===== config.mk =====
export PLATFORM = sky130hd
export DESIGN_NAME = hack_vga_scanout
export DESIGN_NICKNAME = d
export VERILOG_FILES = /design/src/rtl/hack_vga_scanout.sv
export SDC_FILE = /design/constraint.sdc
export NUM_CORES = 1
export LEC_CHECK = 0
export BUFFER_PORTS_ARGS = -buffer_cell sky130_fd_sc_hd__buf_2
export CAP_MARGIN = 20
export CORE_MARGIN = 2
export CORE_UTILIZATION = 60
export CTS_BUF_LIST = sky130_fd_sc_hd__clkbuf_2 sky130_fd_sc_hd__clkbuf_4 sky130_fd_sc_hd__clkbuf_8
export DETAILED_ROUTE_END_ITERATION = 8
export GPL_TIMING_DRIVEN = 1
export PLACE_DENSITY = 0.89
export SYNTH_ARGS = -nofsm -noshare
export SYNTH_HDL_FRONTEND = slang
export SYNTH_SLANG_ARGS = --single-unit

===== constraint.sdc =====
create_clock -name clock -period 3.61 [get_ports clock]
set_input_delay 0.5415 -clock clock [delete_from_list [all_inputs] [get_ports clock]]
set_output_delay 0.5415 -clock clock [all_outputs]
set_load 0.005 [all_outputs]

===== src/rtl/hack_vga_scanout.sv =====
// ============================================================================
// Module   : hack_vga_scanout
// Purpose  : VGA scanout of the Hack 512x256 screen buffer, centred in 640x480.
// Revision : 1.0 - initial release
// ============================================================================
`default_nettype none

module hack_vga_scanout #(
    parameter int CLK_DIV   = 2,
    parameter int H_VISIBLE = 640,
    parameter int H_FRONT   = 16,
    parameter int H_SYNC    = 96,
    parameter int H_BACK    = 48,
    parameter int V_VISIBLE = 480,
    parameter int V_FRONT   = 10,
    parameter int V_SYNC    = 2,
    parameter int V_BACK    = 33,
    parameter int X_OFF     = 64,
    parameter int Y_OFF     = 112
) (
    input  logic        clock,
    input  logic        reset,
    output logic [12:0] vga_word_addr,
    input  logic [15:0] vga_word,
    output logic        vga_hsync,
    output logic        vga_vsync,
    output logic        vga_de,
    output logic        vga_pixel,
    output logic        frame_start
);

    localparam int H_TOTAL = H_VISIBLE + H_FRONT + H_SYNC + H_BACK;
    localparam int V_TOTAL = V_VISIBLE + V_FRONT + V_SYNC + V_BACK;
    localparam int DIV_W   = (CLK_DIV > 2) ? $clog2(CLK_DIV) : 1;
    localparam int HW      = ($clog2(H_TOTAL) > 10) ? $clog2(H_TOTAL) : 10;
    localparam int VW      = ($clog2(V_TOTAL) > 10) ? $clog2(V_TOTAL) : 10;

    localparam logic [DIV_W-1:0] C_DIV_LAST  = DIV_W'(CLK_DIV - 1);
    localparam logic [HW-1:0]    C_H_LAST    = HW'(H_TOTAL - 1);
    localparam logic [VW-1:0]    C_V_LAST    = VW'(V_TOTAL - 1);
    localparam logic [HW-1:0]    C_H_VIS     = HW'(H_VISIBLE);
    localparam logic [VW-1:0]    C_V_VIS     = VW'(V_VISIBLE);
    localparam logic [HW-1:0]    C_HS_START  = HW'(H_VISIBLE + H_FRONT);
    localparam logic [HW-1:0]    C_HS_END    = HW'(H_VISIBLE + H_FRONT + H_SYNC);
    localparam logic [VW-1:0]    C_VS_START  = VW'(V_VISIBLE + V_FRONT);
    localparam logic [VW-1:0]    C_VS_END    = VW'(V_VISIBLE + V_FRONT + V_SYNC);
    localparam logic [HW-1:0]    C_X_OFF     = HW'(X_OFF);
    localparam logic [VW-1:0]    C_Y_OFF     = VW'(Y_OFF);
    localparam logic [HW-1:0]    C_IMG_W     = HW'(512);
    localparam logic [VW-1:0]    C_IMG_H     = VW'(256);

    logic [DIV_W-1:0] div_q, div_d;
    logic [HW-1:0]    h_q, h_d;
    logic [VW-1:0]    v_q, v_d;

    // Stage 1: address and per-pixel attributes
    logic [12:0]      addr_q, addr_d;
    logic [3:0]       bit_s1_q, bit_s1_d;
    logic             in_img_s1_q, in_img_s1_d;
    logic             de_s1_q, de_s1_d;
    logic             hs_s1_q, hs_s1_d;
    logic             vs_s1_q, vs_s1_d;
    logic             first_s1_q, first_s1_d;

    // Stage 2: output registers
    logic             hsync_q, hsync_d;
    logic             vsync_q, vsync_d;
    logic             de_q, de_d;
    logic             pixel_q, pixel_d;
    logic             frame_q, frame_d;

    logic             w_tick;
    logic [HW-1:0]    w_xi;
    logic [VW-1:0]    w_yi;
    logic             w_de;
    logic             w_in_img;

    assign w_tick = (div_q == C_DIV_LAST);
    assign w_xi   = h_q - C_X_OFF;
    assign w_yi   = v_q - C_Y_OFF;
    assign w_de   = (h_q < C_H_VIS) && (v_q < C_V_VIS);
    // Gated with de so the image can never leak into blanking, whatever the timing.
    assign w_in_img = w_de && (h_q >= C_X_OFF) && (w_xi < C_IMG_W)
                           && (v_q >= C_Y_OFF) && (w_yi < C_IMG_H);

    always_comb begin
        div_d       = w_tick ? '0 : div_q + 1'b1;
        h_d         = h_q;
        v_d         = v_q;
        addr_d      = addr_q;
        bit_s1_d    = bit_s1_q;
        in_img_s1_d = in_img_s1_q;
        de_s1_d     = de_s1_q;
        hs_s1_d     = hs_s1_q;
        vs_s1_d     = vs_s1_q;
        first_s1_d  = first_s1_q;
        hsync_d     = hsync_q;
        vsync_d     = vsync_q;
        de_d        = de_q;
        pixel_d     = pixel_q;
        frame_d     = 1'b0;
        if (w_tick) begin
            h_d = (h_q == C_H_LAST) ? '0 : h_q + 1'b1;
            if (h_q == C_H_LAST) begin
                v_d = (v_q == C_V_LAST) ? '0 : v_q + 1'b1;
            end
            if (w_in_img) begin
                addr_d = {w_yi[7:0], w_xi[8:4]};
            end
            bit_s1_d    = w_xi[3:0];
            in_img_s1_d = w_in_img;
            de_s1_d     = w_de;
            hs_s1_d     = (h_q >= C_HS_START) && (h_q < C_HS_END);
            vs_s1_d     = (v_q >= C_VS_START) && (v_q < C_VS_END);
            first_s1_d  = (h_q == '0) && (v_q == '0);
            // Hack convention: a set bit is black, bit 0 is the leftmost pixel.
            hsync_d     = ~hs_s1_q;
            vsync_d     = ~vs_s1_q;
            de_d        = de_s1_q;
            pixel_d     = in_img_s1_q & ~vga_word[bit_s1_q];
            frame_d     = first_s1_q;
        end
    end

    always_ff @(posedge clock) begin
        if (reset) begin
            div_q       <= '0;
            h_q         <= '0;
            v_q         <= '0;
            addr_q      <= '0;
            bit_s1_q    <= '0;
            in_img_s1_q <= 1'b0;
            de_s1_q     <= 1'b0;
            hs_s1_q     <= 1'b0;
            vs_s1_q     <= 1'b0;
            first_s1_q  <= 1'b0;
            hsync_q     <= 1'b1;
            vsync_q     <= 1'b1;
            de_q        <= 1'b0;
            pixel_q     <= 1'b0;
            frame_q     <= 1'b0;
        end else begin
            div_q       <= div_d;
            h_q         <= h_d;
            v_q         <= v_d;
            addr_q      <= addr_d;
            bit_s1_q    <= bit_s1_d;
            in_img_s1_q <= in_img_s1_d;
            de_s1_q     <= de_s1_d;
            hs_s1_q     <= hs_s1_d;
            vs_s1_q     <= vs_s1_d;
            first_s1_q  <= first_s1_d;
            hsync_q     <= hsync_d;
            vsync_q     <= vsync_d;
            de_q        <= de_d;
            pixel_q     <= pixel_d;
            frame_q     <= frame_d;
        end
    end

    assign vga_word_addr = addr_q;
    assign vga_hsync     = hsync_q;
    assign vga_vsync     = vsync_q;
    assign vga_de        = de_q;
    assign vga_pixel     = pixel_q;
    assign frame_start   = frame_q;

endmodule

`default_nettype wire


Word level (Yosys, flattened, before mapping)
Index checks and enable logic that the tools add are counted.
Storage, ports and cells
  flip-flop bits (word level): 48
  bits of input ports: 18
  output and inout bits: 18
Operators by class
  add/subtract/negate cells: 5
  magnitude comparators: 11
  equal/unequal tests: 2
  multiplexer cells: 4
  bitwise gates (word level): 5
  reductions and logical operators: 14
Operators by type and width (number)
  < comparator 10 bit (second input constant): 3
  < comparator 10 x 9 -> 1 bit (second input constant): 3
  adder 10 x 1 -> 10 bit (second input constant): 2
  equality test 10 bit (second input constant): 2
  greater-or-equal comparator 10 x 7 -> 1 bit (second input constant): 2
  zero test 10 bit: 2
  2-to-1 mux 10 bit: 2
  subtractor 10 x 7 -> 10 bit (second input constant): 2
  greater-or-equal comparator 10 bit (second input constant): 1
  greater-or-equal comparator 10 x 9 -> 1 bit (second input constant): 1
  logical AND 1 bit: 8
  < comparator 4 x 5 -> 1 bit (second input constant): 1
  binary-select mux 1 bit (select 4 bit): 1
  NOT 1 bit: 4
  AND reduction 2 bit: 2
  OR reduction 2 bit: 2
  adder 1 bit (second input constant): 1
  bitwise AND 1 bit: 1
  2-to-1 mux 1 bit: 1

Logic depth before layout (Yosys ltp)
Gate-level depths: netlist of the first run.
  depth in word-level cells: 7
  mapped depth: 7

Worst setup path before layout of the first run
No wires, ideal clock.
  path type: reg-to-reg
  start: reg h_q[6]
  end: reg addr_q[12] (netlist: vga_word_addr[12])
  setup time: 0.132 ns
  arrival: 1.621 ns
  required time: 3.478 ns
  setup slack: 1.857 ns
  cell stages (with the launch flop): 8
  path buffers: 1
  clock period less this slack: 1.753 ns
  path through: dfxtp_1 inv_1 ha_1 or3b_1 a41o_1 buf_1 nand4_1 a21oi_1
RTL lines
  from (decl): line 53  | logic [HW-1:0] h_q, h_d;
  from (signal assigned): line 128  | h_q <= '0;
  from (signal assigned): line 144  | h_q <= h_d;
  subtractor 10 x 7 -> 10 bit: line 79  | assign w_xi = h_q - C_X_OFF;
  via w_xi[6]: line 73  | logic [HW-1:0] w_xi;
  < comparator 10 bit: line 83  | assign w_in_img = w_de && (h_q >= C_X_OFF) && (w_xi < C_IMG_W)
  logical AND 1 bit: line 83
  logical AND 1 bit (2 in a row): line 84  | && (v_q >= C_Y_OFF) && (w_yi < C_IMG_H);
  AND reduction 2 bit (no line)
  to (signal assigned): line 146  | addr_q <= addr_d;
  to (decl): line 57  | logic [12:0] addr_q, addr_d;
The timed path passes the listed nets, and every way through them passes these cells.
A chain may end at the register's enable or synchronous reset.

Final worst setup path of the first run
  start: reg h_q[7]
  end: reg in_img_s1_q
On the way
  word-level cells in the longest chain between the ends: 6
Ends and longest elaborated chain
  branches (longest 3 deep; another with subtractor 10 x 7 -> 10 bit)
  logical AND 1 bit *: line 83
  logical AND 1 bit * (2 in a row): line 84
  to (signal assigned): line 148  | in_img_s1_q <= in_img_s1_d;
  to (decl): line 59  | logic in_img_s1_q, in_img_s1_d;
Mark *: on every way between the ends.

==> impl_metrics.env, run 1 <==
export IMPL_status="complete, no violations"
export IMPL_critical_path_required_ns=3.86
export IMPL_fin_util=0.689
export IMPL_syn_inst=282
export IMPL_power_total_uw=981
export IMPL_tightest_slew_ns=0.906
export IMPL_fin_hold_ws_ns=0.454
export IMPL_synth_seq_cells=48
export IMPL_synthesis_nets=311
export IMPL_layout_common_cells="48 x dfxtp_1, 35 x buf_2, 24 x nor2_1"
export IMPL_cts_root_buf="clkbuf_8"
export IMPL_gp_congestion=0.995
export IMPL_drt_total_wl_microns=5740
export IMPL_cts_made_buffers=5
export IMPL_cts_max_path_buffers=2
export IMPL_setup_ws_ns=1.38
export IMPL_syn_area_sq_um=2510
export IMPL_rows=23
export IMPL_cts_setup_buffers=0
export IMPL_path_class="flop to flop"
export IMPL_vias=2220
export IMPL_async_flop_share=0
export IMPL_cts_sinks=48
export IMPL_avgSynthCellArea_sq_um=8.92
export IMPL_hold_viol_final=0
export IMPL_grt_max_degree=29
export IMPL_drc=0
export IMPL_ant_nets=0
export IMPL_dp_slack_ns=1.41
export IMPL_vdd_drop_max_uv=233
export IMPL_hold_path_class="flop to flop"
export IMPL_arrival_ns=2.48
export IMPL_grt_pass1_wl_microns=9320
export IMPL_clock_skew_ns=0.0107
export IMPL_grt_pass1_vias=2006
export IMPL_cpLargestDelayFamily="compound AO/OA/AOI/OAI gates"
export IMPL_place_area_sq_um=2660
export IMPL_path_cells="o31ai_1 > o2111ai_1 > nor3_1 > o21a_1"
export IMPL_syn_to_final_growth_pct=10.3
export IMPL_stdcell_area_sq_um=2770
export IMPL_ctsResizeCount=0
export IMPL_slew_violations=0
export IMPL_drtIter0Drc=279
export IMPL_fp_dieW_microns=68.7
export IMPL_leakage_nw=1.04
export IMPL_slowest_stage="nor3_1"
export IMPL_max_stage_delay_ns=0.57
export IMPL_cts_tree="yes"
export IMPL_critPathCaptureType="flop"
export IMPL_synth_flop_cell="dfxtp_1"
export IMPL_crit_buf_inv=0
export IMPL_drive_above_1_share=0.163
export IMPL_timing_fmax_mhz=448
export IMPL_diodes=0
export IMPL_vias_per_cell=6.24
export IMPL_crit_path_start_kind="flop"
export IMPL_synth_edf_count=0
export IMPL_numPortBuffers=35
export IMPL_nets=334
export IMPL_fin_crit_sh=0.618
export IMPL_wire_per_inst_microns=16.1
export IMPL_grt_overflow_total=0
export IMPL_yosysUniqueCellTypes=46
export IMPL_power_density_nw_per_um2=354
export IMPL_core_area_sq_um=4030
export IMPL_cts_hold_buf=0
export IMPL_rsz0062_at_grt="false"
export IMPL_path_clk_slew_ns=0.08
export IMPL_setup_viol=0
export IMPL_fin_crit_ns=2.23
export IMPL_die_area_sq_um=4730
export IMPL_antenna_found_initial=0
export IMPL_track_usage=0.269
export IMPL_start_util=0.624
export IMPL_seq_area_frac_synth=0.382
export IMPL_critical_path_max_fanout=11
export IMPL_h_tree_depth=2
export IMPL_setup_tns_final_ns=0
export IMPL_place_inst=348
export IMPL_synth_warnings=0
export IMPL_maxCapViolations=0
export IMPL_die_y_microns=68.7
export IMPL_clkLatencyLatePin_ns=0.31
export IMPL_dp_hpwl_microns=4030
export IMPL_top_level_ports=36
export IMPL_relSlewSlack=0.395
export IMPL_dr_pass1_iters=4
export IMPL_layout_commonest_cell="dfxtp_1"
export IMPL_final_cells=356
worst reg2reg max path: cells and delay by family, from the launching register on:
| kind | cells | cell delay [ns] |
|---|---|---|
| AO/OA/AOI/OAI | 3 | 1.21 |
| AND/OR/NAND/NOR | 1 | 0.58 |
| flip-flops | 1 | 0.40 |
cells in the mapped netlist, drive strengths merged, types with 4 or more instances:
cell,n,area [sq um]
nor4,6,37.5
nand4,19,119
buf,12,73.8
xnor2,10,87.6
nor2,24,90.1
nand3,10,55.1
mux4,5,128
o21ai,9,48.8
o31ai,13,97.6
clkbuf,10,38.8
nand2,21,78.8
xor2,6,52.6
dfxtp,48,961
inv,11,41.3
mux2i,8,80.1
and3,4,25.0
a21oi,20,100
ha,11,138
nor3,5,25.0
state kept, by name, summed over array words and instances, names as in the netlist:
signal / count
hs_s1_q: 1
div_q: 1
first_s1_q: 1
vga_word_addr: 13
vga_de: 1
in_img_s1_q: 1
de_s1_q: 1
h_q: 10
v_q: 10
vs_s1_q: 1
bit_s1_q: 4
vga_pixel: 1
vga_vsync: 1
frame_start: 1
vga_hsync: 1
report_power, final:
part	internal [mW]	total (mW)	switching [mW]
combinational	0.0233	0.0528	0.0294
sequential	0.535	0.541	0.00605
clock	0.213	0.387	0.174
layout make-up:
type                    instances  area, sq um
clock buffers                   6         76.3
clock inverters                 2         35.0
fillers                       344         1250
inverters                      11         41.3
multi-input cells             201         1400
flip-flops and latches         48          961
well taps                      50         62.6
repair buffers                 38          198
final timing paths:
path | endpoint | start | cells past startpoint | slack [ns]
max reg2reg | in_img_s1_q$_SDFFE_PP0P_ | h_q[7]$_SDFFE_PP0P_ | 4 | 1.38
max | in_img_s1_q$_SDFFE_PP0P_ | h_q[7]$_SDFFE_PP0P_ | 4 | 1.38
min | first_s1_q$_SDFFE_PP0P_ | first_s1_q$_SDFFE_PP0P_ | 2 | 0.45
min reg2reg | first_s1_q$_SDFFE_PP0P_ | first_s1_q$_SDFFE_PP0P_ | 2 | 0.45
cell families after synthesis:
group                      count (synthesis)  share of synthesized area
DFF                                       48                      0.382
AOI/OAI and AO/OA                         56                      0.144
and+or+nand+nor                          105                      0.219
buffers and inverters                     33                     0.0612
xor gates and xnor gates                  16                     0.0557
muxes                                     13                     0.0826
adders and majority gates                 11                     0.0547
per-layer routing:
layer | wire (microns) | track usage | part of all wire | vias up
met4 | 189 | 0.123 | 0.033 | 0
met3 | 288 | 0.0584 | 0.050 | 23
li1 | - | - | - | 1082
met1 | 2420 | 0.337 | 0.42 | 1052
met5 | 0 | 0 | 0 | -
met2 | 2840 | 0.442 | 0.49 | 63
(Power assumes the default switching activity.)
==> inputs of run 2 (changes only) <==
--- a/config.mk
+++ b/config.mk
@@ -5,14 +5,15 @@
 export SDC_FILE = /design/constraint.sdc
 export NUM_CORES = 1
 export LEC_CHECK = 0
+export ABC_AREA = 1
 export BUFFER_PORTS_ARGS = -buffer_cell sky130_fd_sc_hd__buf_2
 export CAP_MARGIN = 20
 export CORE_MARGIN = 2
-export CORE_UTILIZATION = 60
+export CORE_UTILIZATION = 59
 export CTS_BUF_LIST = sky130_fd_sc_hd__clkbuf_2 sky130_fd_sc_hd__clkbuf_4 sky130_fd_sc_hd__clkbuf_8
 export DETAILED_ROUTE_END_ITERATION = 8
 export GPL_TIMING_DRIVEN = 1
-export PLACE_DENSITY = 0.89
+export PLACE_DENSITY = 0.88
 export SYNTH_ARGS = -nofsm -noshare
 export SYNTH_HDL_FRONTEND = slang
 export SYNTH_SLANG_ARGS = --single-unit
==> constraint.sdc (replaced) <==
create_clock -name clock -period 2.15 [get_ports clock]
set_input_delay 0.3225 -clock clock [delete_from_list [all_inputs] [get_ports clock]]
set_output_delay 0.3225 -clock clock [all_outputs]
set_load 0.005 [all_outputs]
==> impl_metrics.env, run 2 <==
export IMPL_use_met3=0.0570
export IMPL_use_met1=0.312
export IMPL_syn_inst=366
export IMPL_cts_sinks=48
export IMPL_synth_area_leaders="dfxtp_1 36%, nand2_1 13%, nand3_1 7.4%"
export IMPL_seqPwrFrac=0.516
export IMPL_critPathCaptureType="flop"
export IMPL_synth_top_family_by_area="simple AND/OR/NAND/NOR gates"
export IMPL_path_class="flop to flop"
export IMPL_dp_hpwl_microns=4250
export IMPL_fin_crit_ns=1.90
export IMPL_power_density_nw_per_um2=604
export IMPL_cpLargestDelayFamily="simple AND/OR/NAND/NOR gates"
export IMPL_busiest_layer="met2"
export IMPL_synthesis_nets=395
export IMPL_p_switching_uw=364
export IMPL_die_area_sq_um=5010
export IMPL_crit_buf_inv=1
export IMPL_grt_max_degree=28
export IMPL_syn_area_sq_um=2630
export IMPL_worst_path_most_repeated_cell="nand2_1"
export IMPL_grt_pass1_vias=2234
export IMPL_drtIter0Drc=230
export IMPL_synthMuxAreaShare=0
export IMPL_h_tree_depth=2
export IMPL_fill_cells=344
export IMPL_yosys_top_cells_count="90 x nand2_1, 49 x nor2_1, 48 x dfxtp_1"
export IMPL_largest_reg_flops=13
export IMPL_fp_dieW_microns=70.8
export IMPL_diodes=0
export IMPL_synthSimpleGateAreaFrac=0.344
export IMPL_leakage_nw=1.28
export IMPL_critical_path_max_fanout=9
export IMPL_vias=2470
export IMPL_avgSynthCellArea_sq_um=7.20
export IMPL_yosysMostFrequentCell="nand2_1"
export IMPL_gp_congestion=0.926
export IMPL_top_level_ports=36
export IMPL_clock_skew_ns=0.00650
export IMPL_start_util=0.609
export IMPL_fin_util=0.674
export IMPL_syn_to_final_growth_pct=10.6
export IMPL_clkLatencyLatePin_ns=0.30
export IMPL_relSlewSlack=0.695
export IMPL_rows=24
export IMPL_synth_xor_area_frac=0.0266
export IMPL_vdd_drop_max_uv=324
export IMPL_maxCapViolations=0
export IMPL_cts_hold_buf=0
export IMPL_swShare=0.207
export IMPL_layout_common_cells="90 x nand2_1, 49 x nor2_1, 48 x dfxtp_1"
export IMPL_core_area_sq_um=4320
export IMPL_slowest_stage="dfxtp_1"
export IMPL_internal_power_mw=1.39
export IMPL_dr_pass1_iters=4
export IMPL_synth_warnings=0
export IMPL_tightest_slew_ns=0.457
export IMPL_timing_fmax_mhz=528
export IMPL_hold_viol_final=0
export IMPL_drc=0
export IMPL_synth_flop_cell="dfxtp_1"
export IMPL_synth_area_leader_cell="dfxtp_1"
export IMPL_die_y_microns=70.8
export IMPL_antenna_found_initial=0
export IMPL_drive_above_1_share=0.172
export IMPL_setup_tns_final_ns=0
export IMPL_cts_root_buf="clkbuf_8"
export IMPL_vias_per_cell=5.45
export IMPL_path_cells="inv_1 > ha_1 > nand2_1 > nor3_1 > nand3_2 > nand2_2 > nand2_1 > o21ai_0 > nor2_1"
export IMPL_setup_viol=0
export IMPL_path_clk_slew_ns=0.09
export IMPL_layout_commonest_cell="nand2_1"
export IMPL_cts_max_path_buffers=2
export IMPL_arrival_ns=2.09
export IMPL_met2_usage=0.390
export IMPL_synth_top_cell_area_share=0.365
export IMPL_seq_area_frac_synth=0.365
export IMPL_grt_pass1_wl_microns=9830
export IMPL_async_flop_share=0
export IMPL_nets=430
export IMPL_synth_compound_area_frac=0.0998
export IMPL_ant_nets=0
export IMPL_synth_edf_count=0
export IMPL_yosysUniqueCellTypes=34
export IMPL_grt_overflow_total=0
export IMPL_numPortBuffers=35
export IMPL_fin_crit_sh=0.882
export IMPL_slew_violations=0
export IMPL_crit_path_start_kind="flop"
export IMPL_hold_path_class="primary input to flop"
export IMPL_cts_tree="yes"
export IMPL_critical_path_required_ns=2.34
export IMPL_clockPowerShare=0.426
export IMPL_synth_seq_cells=48
export IMPL_synth_fa_ha_area_frac=0.0523
export IMPL_rsz0062_at_grt="false"
export IMPL_wire_per_inst_microns=12.9
export IMPL_max_stage_delay_ns=0.38
export IMPL_cts_made_buffers=5
export IMPL_combinationalPowerShare=0.057
export IMPL_track_usage=0.242
export IMPL_drt_total_wl_microns=5850
export IMPL_power_total_mw=1.76
export IMPL_status="complete, no violations"
==> run 2: metrics by stage <==
stage	cell area (sq um)	worst slack, ns	hold slack [ns]	std cells
2_1_floorplan	2630	0.598	0.406	366
5_1_grt	2910	0.156	0.378	453
3_3_place_gp	2780	0.295	0.418	446
4_1_cts	2910	0.172	0.357	453
3_5_place_dp	2780	0.182	0.427	446
6_report	2910	0.255	0.353	453
==> run 2: kinds of logic after synthesis <==
kind of cell / Yosys count
simple gates: 201
flops: 48
compound gates: 42
xor+xnor: 8
fa+ha+maj: 11
buf+inv: 56
==> run 2: final cells by class <==
cell class	instances	area, sq um	area share
clock buffer	5	68.8	0.0236
multi-input combinational	262	1380	0.473
tap	52	65.1	0.0223
inverter	44	168	0.0576
timing repair buffer	40	213	0.0730
clock inverter	2	60.1	0.0206
sequential	48	961	0.330
==> run 2: layer usage <==
metal	part of all wire	vias up	wire [microns]
li1	-	1241	-
met1	0.44	1111	2550
met2	0.47	99	2750
met3	0.065	19	378
met4	0.029	0	168
met5	0	-	0
==> run 2: worst paths after layout <==
path / start / end / slack (ns) / cells past startpoint
worst max-delay path: h_q[7]$_SDFFE_PP0P_ / v_q[6]$_SDFFE_PP0P_ / 0.25 / 9
worst min-delay path: reset / h_q[2]$_SDFFE_PP0P_ / 0.35 / 2
worst min register to register: vs_s1_q$_SDFFE_PP0P_ / vga_vsync$_SDFFE_PP1P_ / 0.44 / 1
worst max register to register: h_q[7]$_SDFFE_PP0P_ / v_q[6]$_SDFFE_PP0P_ / 0.25 / 9
==> run 2: power groups by stage <==
stage	registers [mW]	logic [mW]	clock network (mW)
detailed placement	0.929	0.100	0
global route	0.910	0.113	0.788
finish	0.908	0.101	0.750
CTS	0.908	0.101	0.755
floorplan	0.925	0.0687	0
global placement	0.928	0.0968	0
==> run 2: timing repair <==
action / 4_1_cts / 5_1_grt
setup endpoints to repair: 0 / 2
setup buffers: 0 / 0
endpoints found under the hold margin: 0 / 0
resized for setup: 0 / 2
==> run 2: worst register-to-register path, stage by stage (launching register included) <==
cell     delay, ns
dfxtp_1       0.38
inv_1         0.16
ha_1          0.26
nand2_1       0.07
nor3_1        0.17
nand3_2       0.22
nand2_2       0.23
nand2_1       0.12
o21ai_0       0.10
nor2_1        0.07
==> inputs of run 3 (changes only) <==
--- a/config.mk
+++ b/config.mk
@@ -9,11 +9,12 @@
 export BUFFER_PORTS_ARGS = -buffer_cell sky130_fd_sc_hd__buf_2
 export CAP_MARGIN = 20
 export CORE_MARGIN = 2
-export CORE_UTILIZATION = 59
+export CORE_UTILIZATION = 54
 export CTS_BUF_LIST = sky130_fd_sc_hd__clkbuf_2 sky130_fd_sc_hd__clkbuf_4 sky130_fd_sc_hd__clkbuf_8
 export DETAILED_ROUTE_END_ITERATION = 8
 export GPL_TIMING_DRIVEN = 1
-export PLACE_DENSITY = 0.88
+export PLACE_DENSITY = 0.85
+export REMOVE_ABC_BUFFERS = 1
 export SYNTH_ARGS = -nofsm -noshare
 export SYNTH_HDL_FRONTEND = slang
 export SYNTH_SLANG_ARGS = --single-unit
==> constraint.sdc (replaced) <==
create_clock -name clock -period 1.65 [get_ports clock]
set_input_delay 0.2475 -clock clock [delete_from_list [all_inputs] [get_ports clock]]
set_output_delay 0.2475 -clock clock [all_outputs]
set_load 0.005 [all_outputs]
==> impl_metrics.env, run 3 (synthesis results as in run 2) <==
export IMPL_layout_commonest_cell="nand2_1"
export IMPL_numPortBuffers=35
export IMPL_fill_cells=360
export IMPL_cts_max_path_buffers=2
export IMPL_drt_total_wl_microns=6500
export IMPL_largest_reg_flops=13
export IMPL_fin_crit_sh=0.956
export IMPL_wire_per_inst_microns=13.2
export IMPL_slew_violations=0
export IMPL_critPathCaptureType="flop"
export IMPL_path_class="flop to flop"
export IMPL_arrival_ns=1.78
export IMPL_die_y_microns=73.8
export IMPL_relSlewSlack=0.690
export IMPL_hold_viol_final=0
export IMPL_clock_skew_ns=0.00891
export IMPL_rows=25
export IMPL_dp_hpwl_microns=4530
export IMPL_fin_crit_ns=1.58
export IMPL_gp_congestion=0.965
export IMPL_stdcell_area_sq_um=3170
export IMPL_leakage_nw=1.41
export IMPL_tightest_slew_ns=0.464
export IMPL_grt_overflow_total=0
export IMPL_grt_max_degree=23
export IMPL_cts_sinks=48
export IMPL_start_util=0.558
export IMPL_cts_made_buffers=5
export IMPL_power_density_nw_per_um2=628
export IMPL_track_usage=0.235
export IMPL_drive_above_1_share=0.245
export IMPL_grt_pass1_vias=2329
export IMPL_fin_hold_ws_ns=0.269
export IMPL_place_inst=476
export IMPL_diodes=0
export IMPL_final_cells=492
export IMPL_cts_root_buf="clkbuf_8"
export IMPL_timing_fmax_mhz=634
export IMPL_die_area_sq_um=5450
export IMPL_multi_input_area_sq_um=1410
export IMPL_setup_viol=0
export IMPL_status="complete, no violations"
export IMPL_area_sequential_sq_um=966
export IMPL_cts_hold_buf=0
export IMPL_place_area_sq_um=2950
export IMPL_clkLatencyLatePin_ns=0.30
export IMPL_drtIter0Drc=148
export IMPL_hold_path_class="primary input to flop"
export IMPL_top_level_ports=36
export IMPL_dr_pass1_iters=5
export IMPL_vdd_drop_max_uv=365
export IMPL_syn_to_final_growth_pct=20.4
export IMPL_ant_nets=0
export IMPL_path_clk_slew_ns=0.08
export IMPL_critical_path_required_ns=1.85
export IMPL_fp_dieW_microns=73.8
export IMPL_critical_path_max_fanout=7
export IMPL_layout_common_cells="88 x nand2_1, 49 x nor2_1, 44 x dfxtp_1"
export IMPL_vias_per_cell=5.34
export IMPL_antenna_found_initial=0
export IMPL_core_area_sq_um=4720
export IMPL_vias=2625
export IMPL_cts_tree="yes"
export IMPL_grt_pass1_wl_microns=9980
export IMPL_h_tree_depth=2
export IMPL_nets=454
export IMPL_drc=0
export IMPL_maxCapViolations=0
export IMPL_crit_path_start_kind="flop"
-- run 3: changes by cell type in the layout (fill, tap and decap cells not counted), sizes merged --
cell | previous run | this run
clkinv | 1 | 2
buf | 40 | 62
clkbuf | 5 | 8
bufinv | 2 | 0
-- run 3: path summary, 6_finish.rpt --
check                                           from                            end  slack, ns  cells after the start
worst max-delay path             h_q[7]$_SDFFE_PP0P_  vga_word_addr[5]$_SDFFE_PP0P_       0.07                     10
worst min-delay path                           reset            h_q[4]$_SDFFE_PP0P_       0.27                      2
worst max register to register   h_q[7]$_SDFFE_PP0P_  vga_word_addr[5]$_SDFFE_PP0P_       0.07                     10
worst min register to register  vs_s1_q$_SDFFE_PP0P_         vga_vsync$_SDFFE_PP1P_       0.45                      1
-- run 3: worst max-delay path, stage by stage, from the launching register on --
cell and delay (ns):
dfxtp_2 0.33, buf_4 0.15, nor2_1 0.16, nand2_1 0.08
nand2_1 0.10, nand3_4 0.10, nor2_8 0.21, clkbuf_16 0.17
nand3_1 0.07, nand2_1 0.06, nor2_1 0.04
-- run 3: per-stage QoR --
step | power, mW | TNS (ns) | utilization | setup WS [ns]
6_report | 1.99 | 0 | 0.672 | 0.0725
5_1_grt | 2.06 | -0.370 | 0.672 | -0.0502
4_1_cts | 1.99 | 0 | 0.643 | 0.0433
3_5_place_dp | 1.34 | 0 | 0.625 | 0.000306
3_3_place_gp | 1.34 | 0 | 0.625 | 0.0870
2_1_floorplan | 1.29 | 0 | - | 0.00513
-- run 3: timing repair --
| item | 4_1_cts | 5_1_grt |
|---|---|---|
| pin swaps | 0 | 2 |
| gates resized for setup | 1 | 14 |
| endpoints found under the setup margin | 2 | 28 |
| cloned | 0 | 2 |
| setup buffers | 0 | 7 |
-- run 3: metal layers --
metal | vias to the layer above | share of wire | track usage
met5 | - | 0 | 0
met4 | 0 | 0.025 | 0.101
met3 | 18 | 0.068 | 0.0466
met2 | 127 | 0.48 | 0.398
met1 | 1183 | 0.43 | 0.287
li1 | 1297 | - | -
-- run 3: layout make-up --
| class | count | share of cell area |
|---|---|---|
| Inverter | 44 | 0.0529 |
| Multi-Input combinational cell | 262 | 0.444 |
| Timing Repair Buffer | 64 | 0.147 |
| Clock inverter | 1 | 0.00158 |
| Tap cell | 67 | 0.0264 |
| Sequential cell | 48 | 0.305 |
| Clock buffer | 6 | 0.0241 |
-- run 3: where the power goes --
group	total, mW	switching (mW)	internal, mW	leakage (nW)
Sequential	1.18	0.0101	1.17	0.390
Clock	0.673	0.368	0.305	0.0445
Combinational	0.137	0.0829	0.0544	0.971
Total	1.99	0.461	1.53	1.41
